<file path="src/rtl/regfile_wb_arbiter_pkg.sv">
// -----------------------------------------------------------------------------
// regfile_wb_arbiter_pkg
//   Shared definitions for the register-file writeback arbiter:
//     - wb_state_t : arbiter FSM state (IDLE / LAST_A / LAST_B)
//     - RF_AW      : register address width (4)
//     - RF_DW      : register data width (16)
//     - rf_is_r0() : helper, true when an address selects register 0
// -----------------------------------------------------------------------------
package regfile_wb_arbiter_pkg;

  localparam int unsigned RF_AW = 4;
  localparam int unsigned RF_DW = 16;

  // IDLE   : the previous cycle issued no grant
  // LAST_A : the previous grant went to source A (B has priority next)
  // LAST_B : the previous grant went to source B (A has priority next)
  typedef enum logic [1:0] {
    IDLE   = 2'd0,
    LAST_A = 2'd1,
    LAST_B = 2'd2
  } wb_state_t;

  function automatic logic rf_is_r0(input logic [RF_AW-1:0] addr);
    return (addr == '0);
  endfunction

endpackage

</file>
<file path="src/rtl/regfile_wb_arbiter_rr_arb2.sv">
// -----------------------------------------------------------------------------
// rr_arb2
//   Two-way round-robin grant logic. Purely combinational: grants are issued
//   in the same cycle as the requests.
//   Ports:
//     rst    in  : synchronous reset level; forces both grants low
//     state  in  : arbiter FSM state (which source won last)
//     a_req  in  : source A request
//     b_req  in  : source B request
//     a_gnt  out : grant to source A
//     b_gnt  out : grant to source B (never high together with a_gnt)
// -----------------------------------------------------------------------------
module rr_arb2
  import regfile_wb_arbiter_pkg::*;
(
  input  logic      rst,
  input  wb_state_t state,
  input  logic      a_req,
  input  logic      b_req,
  output logic      a_gnt,
  output logic      b_gnt
);

  logic b_has_prio;

  // B only gets priority immediately after an A grant; IDLE and LAST_B favour A.
  assign b_has_prio = (state == LAST_A);

  always_comb begin
    a_gnt = 1'b0;
    b_gnt = 1'b0;
    if (!rst) begin
      unique case ({a_req, b_req})
        2'b10:   a_gnt = 1'b1;
        2'b01:   b_gnt = 1'b1;
        2'b11: begin
          a_gnt = ~b_has_prio;
          b_gnt =  b_has_prio;
        end
        default: ;
      endcase
    end
  end

endmodule

</file>
<file path="src/rtl/regfile_wb_arbiter.sv">
// -----------------------------------------------------------------------------
// regfile_wb_arbiter
//   Arbitrates two writeback sources (A = ALU, B = load) onto the single
//   register-file write port. Grants are combinational; the winning
//   destination/data are registered and presented with wr=1 the next cycle.
//   Ports:
//     clk            in  : clock, rising edge
//     rst            in  : synchronous active-high reset
//     a_req/a_rd/a_data in : source A request, destination, data
//     b_req/b_rd/b_data in : source B request, destination, data
//     a_gnt, b_gnt   out : same-cycle grants (mutually exclusive)
//     Rd, RW, wr     out : registered register-file write port
//     wb_busy        out : some request is pending and not granted this cycle
//   Configuration:
//     RF_R0_ZERO_EN  : when defined, a granted write to register 0 still
//                      consumes its grant but produces no wr pulse.
// -----------------------------------------------------------------------------
module regfile_wb_arbiter
  import regfile_wb_arbiter_pkg::*;
(
  input  logic             clk,
  input  logic             rst,
  input  logic             a_req,
  input  logic [RF_AW-1:0] a_rd,
  input  logic [RF_DW-1:0] a_data,
  input  logic             b_req,
  input  logic [RF_AW-1:0] b_rd,
  input  logic [RF_DW-1:0] b_data,
  output logic             a_gnt,
  output logic             b_gnt,
  output logic [RF_AW-1:0] Rd,
  output logic [RF_DW-1:0] RW,
  output logic             wr,
  output logic             wb_busy
);

  wb_state_t        state_q;
  wb_state_t        state_d;
  logic             any_gnt;
  logic [RF_AW-1:0] win_rd;
  logic [RF_DW-1:0] win_data;
  logic             win_wr;

  rr_arb2 u_arb (
    .rst   (rst),
    .state (state_q),
    .a_req (a_req),
    .b_req (b_req),
    .a_gnt (a_gnt),
    .b_gnt (b_gnt)
  );

  assign any_gnt = a_gnt | b_gnt;
  assign wb_busy = (a_req & ~a_gnt) | (b_req & ~b_gnt);

  // FSM state register
  always_ff @(posedge clk) begin
    if (rst) begin
      state_q <= IDLE;
    end else begin
      state_q <= state_d;
    end
  end

  // Next state tracks the most recent winner; a cycle without a grant
  // returns to IDLE so A regains priority after any gap.
  always_comb begin
    state_d = IDLE;
    if (a_gnt) begin
      state_d = LAST_A;
    end else if (b_gnt) begin
      state_d = LAST_B;
    end
  end

  // Winner selection for the write-port register stage
  always_comb begin
    win_rd   = a_rd;
    win_data = a_data;
    if (b_gnt) begin
      win_rd   = b_rd;
      win_data = b_data;
    end
`ifdef RF_R0_ZERO_EN
    win_wr = any_gnt & ~rf_is_r0(win_rd);
`else
    win_wr = any_gnt;
`endif
  end

  // Write port: Rd/RW only change when a write is actually issued, so a
  // suppressed R0 write behaves like an idle cycle on the port.
  always_ff @(posedge clk) begin
    if (rst) begin
      wr <= 1'b0;
      Rd <= '0;
      RW <= '0;
    end else begin
      wr <= win_wr;
      if (win_wr) begin
        Rd <= win_rd;
        RW <= win_data;
      end
    end
  end

endmodule

</file>
<file path="config.mk">
export PLATFORM = sky130hd
export DESIGN_NAME = regfile_wb_arbiter
export DESIGN_NICKNAME = d
export VERILOG_FILES = /design/src/rtl/regfile_wb_arbiter_pkg.sv /design/src/rtl/regfile_wb_arbiter_rr_arb2.sv /design/src/rtl/regfile_wb_arbiter.sv
export SDC_FILE = /design/constraint.sdc
export NUM_CORES = 1
export LEC_CHECK = 0
export CORE_UTILIZATION = 39
export CTS_CLUSTER_DIAMETER = 120
export DETAILED_ROUTE_END_ITERATION = 12
export PLACE_DENSITY = 0.84
export SLEW_MARGIN = 20
export SYNTH_ARGS = -nofsm -noshare
export SYNTH_HDL_FRONTEND = slang
export SYNTH_SLANG_ARGS = --single-unit
</file>
<file path="constraint.sdc">
create_clock -name clk -period 2.6 [get_ports clk]
set_input_delay 0.39 -clock clk [delete_from_list [all_inputs] [get_ports clk]]
set_output_delay 0.39 -clock clk [all_outputs]
set_load 0.05 [all_outputs]
</file>
Yosys cells after proc, flatten, opt, wreduce, memory -nomap -nowiden
Index checks and enable logic that the tools add are counted.
{"block": "word_totals", "wordCells": 25, "out_inout_bits": 24, "latch_bits": 0, "ramBits": 0, "input_bits": 44, "ff_bits": 23, "memories": 0, "mem_bits_ro": 0}
{"block": "op_classes", "n_reduce_logical": 1, "addsub": 0, "multipliers": 0, "n_lt_le_gt_ge": 0, "n_eq_ne": 4, "bitwise": 7, "muxes": 8, "n_shift": 0, "div": 0}
{"cell": "16-bit two-way mux", "count": 1}
{"cell": "2-bit by 1-bit equality test with 1-bit output (second input constant)", "count": 2}
{"cell": "2-bit equality test (second input constant)", "count": 2}
{"cell": "4-bit two-way mux", "count": 1}
{"cell": "1-bit case mux with 2 select lines", "count": 2}
{"cell": "1-bit two-way mux", "count": 3}
{"cell": "1-bit NOT", "count": 3}
{"cell": "1-bit AND", "count": 2}
{"cell": "2-bit two-way mux", "count": 1}
{"cell": "1-bit OR", "count": 2}
{"cell": "2-bit OR reduction", "count": 1}

Longest topological paths before layout
{"block": "depth", "ltp_word": 7, "mapped_depth": 5, "ltp_nobuf": 3}

Hierarchy
Synthesis repeated with hierarchy kept, for this count alone.
{"block": "unflattened", "hier_cells": 104, "hier_area_um2": 1079.8}
{"module": "regfile_wb_arbiter", "n_inst": 1, "area_each_um2": 1039.7, "seq_area_each_um2": 460.4, "cells_per_inst": 98}
{"module": "rr_arb2", "n_inst": 1, "area_each_um2": 40.0, "seq_area_each_um2": 0.0, "cells_per_inst": 6}

Least setup slack after synthesis
OpenSTA, ideal clock, no wires.
{"block": "synth_timing", "kind": "input port to output port", "from": "in rst", "to": "out a_gnt", "slack_ns": 0.278, "required_time_ns": 2.210, "n_path_buf": 2, "arrival_ns": 1.932, "path_stages": 3, "cell_sequence": "buf_2 clkbuf_1 a211oi_1"}
{"block": "synth_between", "elab_chain_len": 1}
{"element": "start: declaration", "line_no": "regfile_wb_arbiter.sv:22", "rtl": "input logic rst,"}
{"element": "1-bit two-way mux", "line_no": "regfile_wb_arbiter_rr_arb2.sv:32", "rtl": "if (!rst) begin"}
{"element": "end: declaration", "line_no": "regfile_wb_arbiter.sv:29", "rtl": "output logic a_gnt,"}
Every way passes these cells.

Final worst setup path
{"block": "layout_timing", "from": "in b_req", "to": "out b_gnt"}
{"block": "layout_between", "elab_chain_len": 3, "elab_cells_between_ends": 4, "classes_between": "2 x eq/ne; 2 x mux"}
{"element": "start: declaration", "line_no": "regfile_wb_arbiter.sv:26", "rtl": "input logic b_req,"}
{"element": "2-bit equality test or 2-bit by 1-bit equality test with 1-bit output (tied branches)", "line_no": "regfile_wb_arbiter_rr_arb2.sv:33", "rtl": "unique case ({a_req, b_req})"}
{"element": "1-bit case mux with 2 select lines (*)", "line_no": "regfile_wb_arbiter_rr_arb2.sv:33"}
{"element": "1-bit two-way mux (*)", "line_no": "regfile_wb_arbiter_rr_arb2.sv:32"}
{"element": "end: declaration", "line_no": "regfile_wb_arbiter.sv:30", "rtl": "output logic b_gnt,"}
Mark *: on every way between the ends. The rest lies on a longest branch, timed or not.

==> impl_metrics.tcl <==
set metrics [dict create \
    grt_pass1_vias 1302 \
    routed-via-count 1389 \
    pwr-share-comb 0.377 \
    status "finished clean" \
    antennaDiodeCount 0 \
    critical_hold_path_startpoint "RW[2]" \
    dr_drc_count 0 \
    gr-usage-all-layers 0.217 \
    cap_viol_max_count 0 \
    hold_buffers 0 \
    cp.required_ns 2.21 \
    post-cts-setup-buffers 0 \
    finalCoreUtilization 0.640 \
    reported_net_switching_power_mw 0.326 \
    transition_time_of_the_tightest_slew_check_pin_ns 0.488 \
    pre_cts_slack_ns 0.470 \
    mappedNetlistArea_mm2 0.00133 \
    final.setup.worst_slack_ns 0.457 \
    yosys_warnings 0 \
    io_buffers 67 \
    clock_tree.buffer_depth 2 \
    critPathKind "input pin to primary output" \
    total_leakage_power_nw 0.672 \
    synth_seq_cells 23 \
    final_min_period_over_clock_period 0.824 \
    place.detailed.instances 230 \
    die_w_um 60.3 \
    tritoncts_clock_tree "done" \
    clk_root_buffer_cell "sky130_fd_sc_hd__clkbuf_4" \
    grt_antenna_before_repair 0 \
    grt_pass1_wl_um 5940 \
    nFillCells 240 \
    timing.final.crit_period_ns 2.14 \
    design_power_total_mw 0.909 \
    fin_worst_skew_ns 0.00664 \
    cellPowerDensity_mw_per_mm2 454 \
    drt-total-wl_um 3880 \
    floorplan.die.height_um 60.3 \
    worst-endpoint-arrival_ns 1.75 \
    final.setup.tns_ns 0 \
    share_clk_of_total_power 0.186 \
    rows 20 \
    setup_repair_after_global_routing_missed_its_margin "false" \
    detail-route-antenna-nets 0 \
    layout.cells.non_filler 234 \
    report.final.hold_viol_count 0 \
    max_slew_margin_vs_limit 0.666 \
    most-common-layout-cells "sky130_fd_sc_hd__clkdlybuf4s50_1 (63), sky130_fd_sc_hd__dfxtp_1 (23), sky130_fd_sc_hd__a2111oi_0 (20), sky130_fd_sc_hd__o21bai_1 (20), sky130_fd_sc_hd__nor3_1 (20)" \
    p_seq_frac 0.436 \
    gate_count_after_technology_mapping 134 \
    switching_share 0.358 \
    worstSetupEndpointType "primary output" \
    clk-insertion-delay-late_ns 0.31 \
    reg2regPathDepth 3 \
    report.final.setup_viol 0 \
    initial_utilization 0.424 \
    internal_power_mw 0.584 \
    synth-seq-area-share 0.347 \
    crit_path_max_fanout 12 \
    top_level_ports 68 \
    clock_sink_count 23 \
    slew_viol_final 0 \
    clock_slew_at_the_register_clock_pins_of_the_worst_setup_and_hold_paths_ns 0.13 \
    fmax_mhz 467 \
    fp.coreArea_mm2 0.00313 \
    layout-drive-gt1-share 0.116 \
    htreeDepth 1 \
    numCtsBuffers 3 \
    timing.rr.end "RW[10]" \
    ir_drop_mv 0.240 \
    worstHoldPathType "flip-flop to flip-flop" \
    regToRegStartpoint "state_q[1]" \
    routed_wire_length_per_instance_um 16.6 \
    timing.hold.worst_path_depth 2 \
    setup.worst_path.start_class "input pin" \
    drt_iter0_drc 75 \
    syn_nets 178 \
    syn2layout_area_growth_pct 51.2 \
    most_common_library_cell_in_the_layout_ignoring_fill_and_taps "sky130_fd_sc_hd__clkdlybuf4s50_1" \
    timing.hold.worst_endpoint "RW[2]" \
    first_pass_iters 4 \
    die_footprint_mm2 0.00363 \
    cts-resized-gates 0 \
    grt_start_max_net_pins 32 \
    overflow 0 \
    syn-mean-instance-area_um2 9.89 \
    r2r_setup_slack_ns 1.25 \
    via_per_inst 5.94 \
    synth_cell_types 16 \
    gp_routability_congestion 0.742 \
    design.final.nets 235 \
    hpwlAfterDp_um 2770 \
]
[cells in the mapped netlist]
cell type,n,area [µm²]
sky130_fd_sc_hd__inv_2,2,7.51
sky130_fd_sc_hd__nor2b_4,1,13.8
sky130_fd_sc_hd__nand2b_4,1,13.8
sky130_fd_sc_hd__buf_4,1,7.51
sky130_fd_sc_hd__a211oi_1,4,30.0
sky130_fd_sc_hd__buf_6,5,56.3
sky130_fd_sc_hd__o21bai_1,20,150
sky130_fd_sc_hd__dfxtp_1,23,460
sky130_fd_sc_hd__a2111oi_0,20,175
sky130_fd_sc_hd__nor3_1,20,100
sky130_fd_sc_hd__buf_2,10,50.1
sky130_fd_sc_hd__o21ba_4,1,16.3
sky130_fd_sc_hd__a2111oi_1,17,170
sky130_fd_sc_hd__clkbuf_1,5,18.8
sky130_fd_sc_hd__maj3_1,1,10.0
sky130_fd_sc_hd__a2111oi_2,3,45.0
[critical path, stage by stage]
cell and delay, ns:
sky130_fd_sc_hd__clkdlybuf4s50_1 0.70, sky130_fd_sc_hd__inv_2 0.07, sky130_fd_sc_hd__a211oi_1 0.39, sky130_fd_sc_hd__buf_12 0.20
[cell type report]
class	count	area, µm²	area share
Clock buffer	3	22.5	0.0112
Clock inverter	1	5.00	0.00250
Inverter	2	7.51	0.00375
Multi-Input combinational cell	88	724	0.362
Sequential cell	23	460	0.230
Tap cell	44	55.1	0.0275
Timing Repair Buffer	73	728	0.364
[sequential cells by signal, indices dropped and copies added, names as in the netlist]
name,count
RW,16
Rd,4
state_q,2
wr,1
[metal layers]
layer,GRT usage,vias up,share of wire
li1,-,675,-
met1,0.275,647,0.42
met2,0.375,59,0.52
met3,0.0195,8,0.044
met4,0.0831,0,0.017
met5,0,-,0
[per-stage QoR]
stage,instance area [µm²],hold WS (ns)
after CTS,2000,0.535
after detailed placement,1980,0.511
after floorplan,1330,0.590
after global routing,2000,0.564
final,2000,0.529
after global placement,1980,0.504
[cells by family after synthesis]
group / count (synthesis) / synth area share
adders and majority gates: 1 / 0.00755
and+or+nand+nor: 22 / 0.0963
AOI/OAI and AO/OA: 65 / 0.443
buffers and inverters: 23 / 0.106
DFF: 23 / 0.347
[how the worst max path moves through the flow]
stage                     slack [ns]  start  endpoint
after global placement          0.56  b_req     b_gnt
after floorplan                 0.28    rst     a_gnt
final                           0.46  b_req     b_gnt
after global routing            0.37  b_req     b_gnt
after CTS                       0.47  b_req     b_gnt
after detailed placement        0.47  b_req     b_gnt
[power groups by stage]
stage | clock [mW] | combinational (mW) | sequential [mW]
global placement | 0 | 0.337 | 0.403
detailed placement | 0 | 0.341 | 0.405
finish | 0.170 | 0.343 | 0.397
CTS | 0.173 | 0.343 | 0.397
floorplan | 0 | 0.112 | 0.493
global route | 0.192 | 0.360 | 0.399
Note: power is estimated with default switching activity, not from simulation.
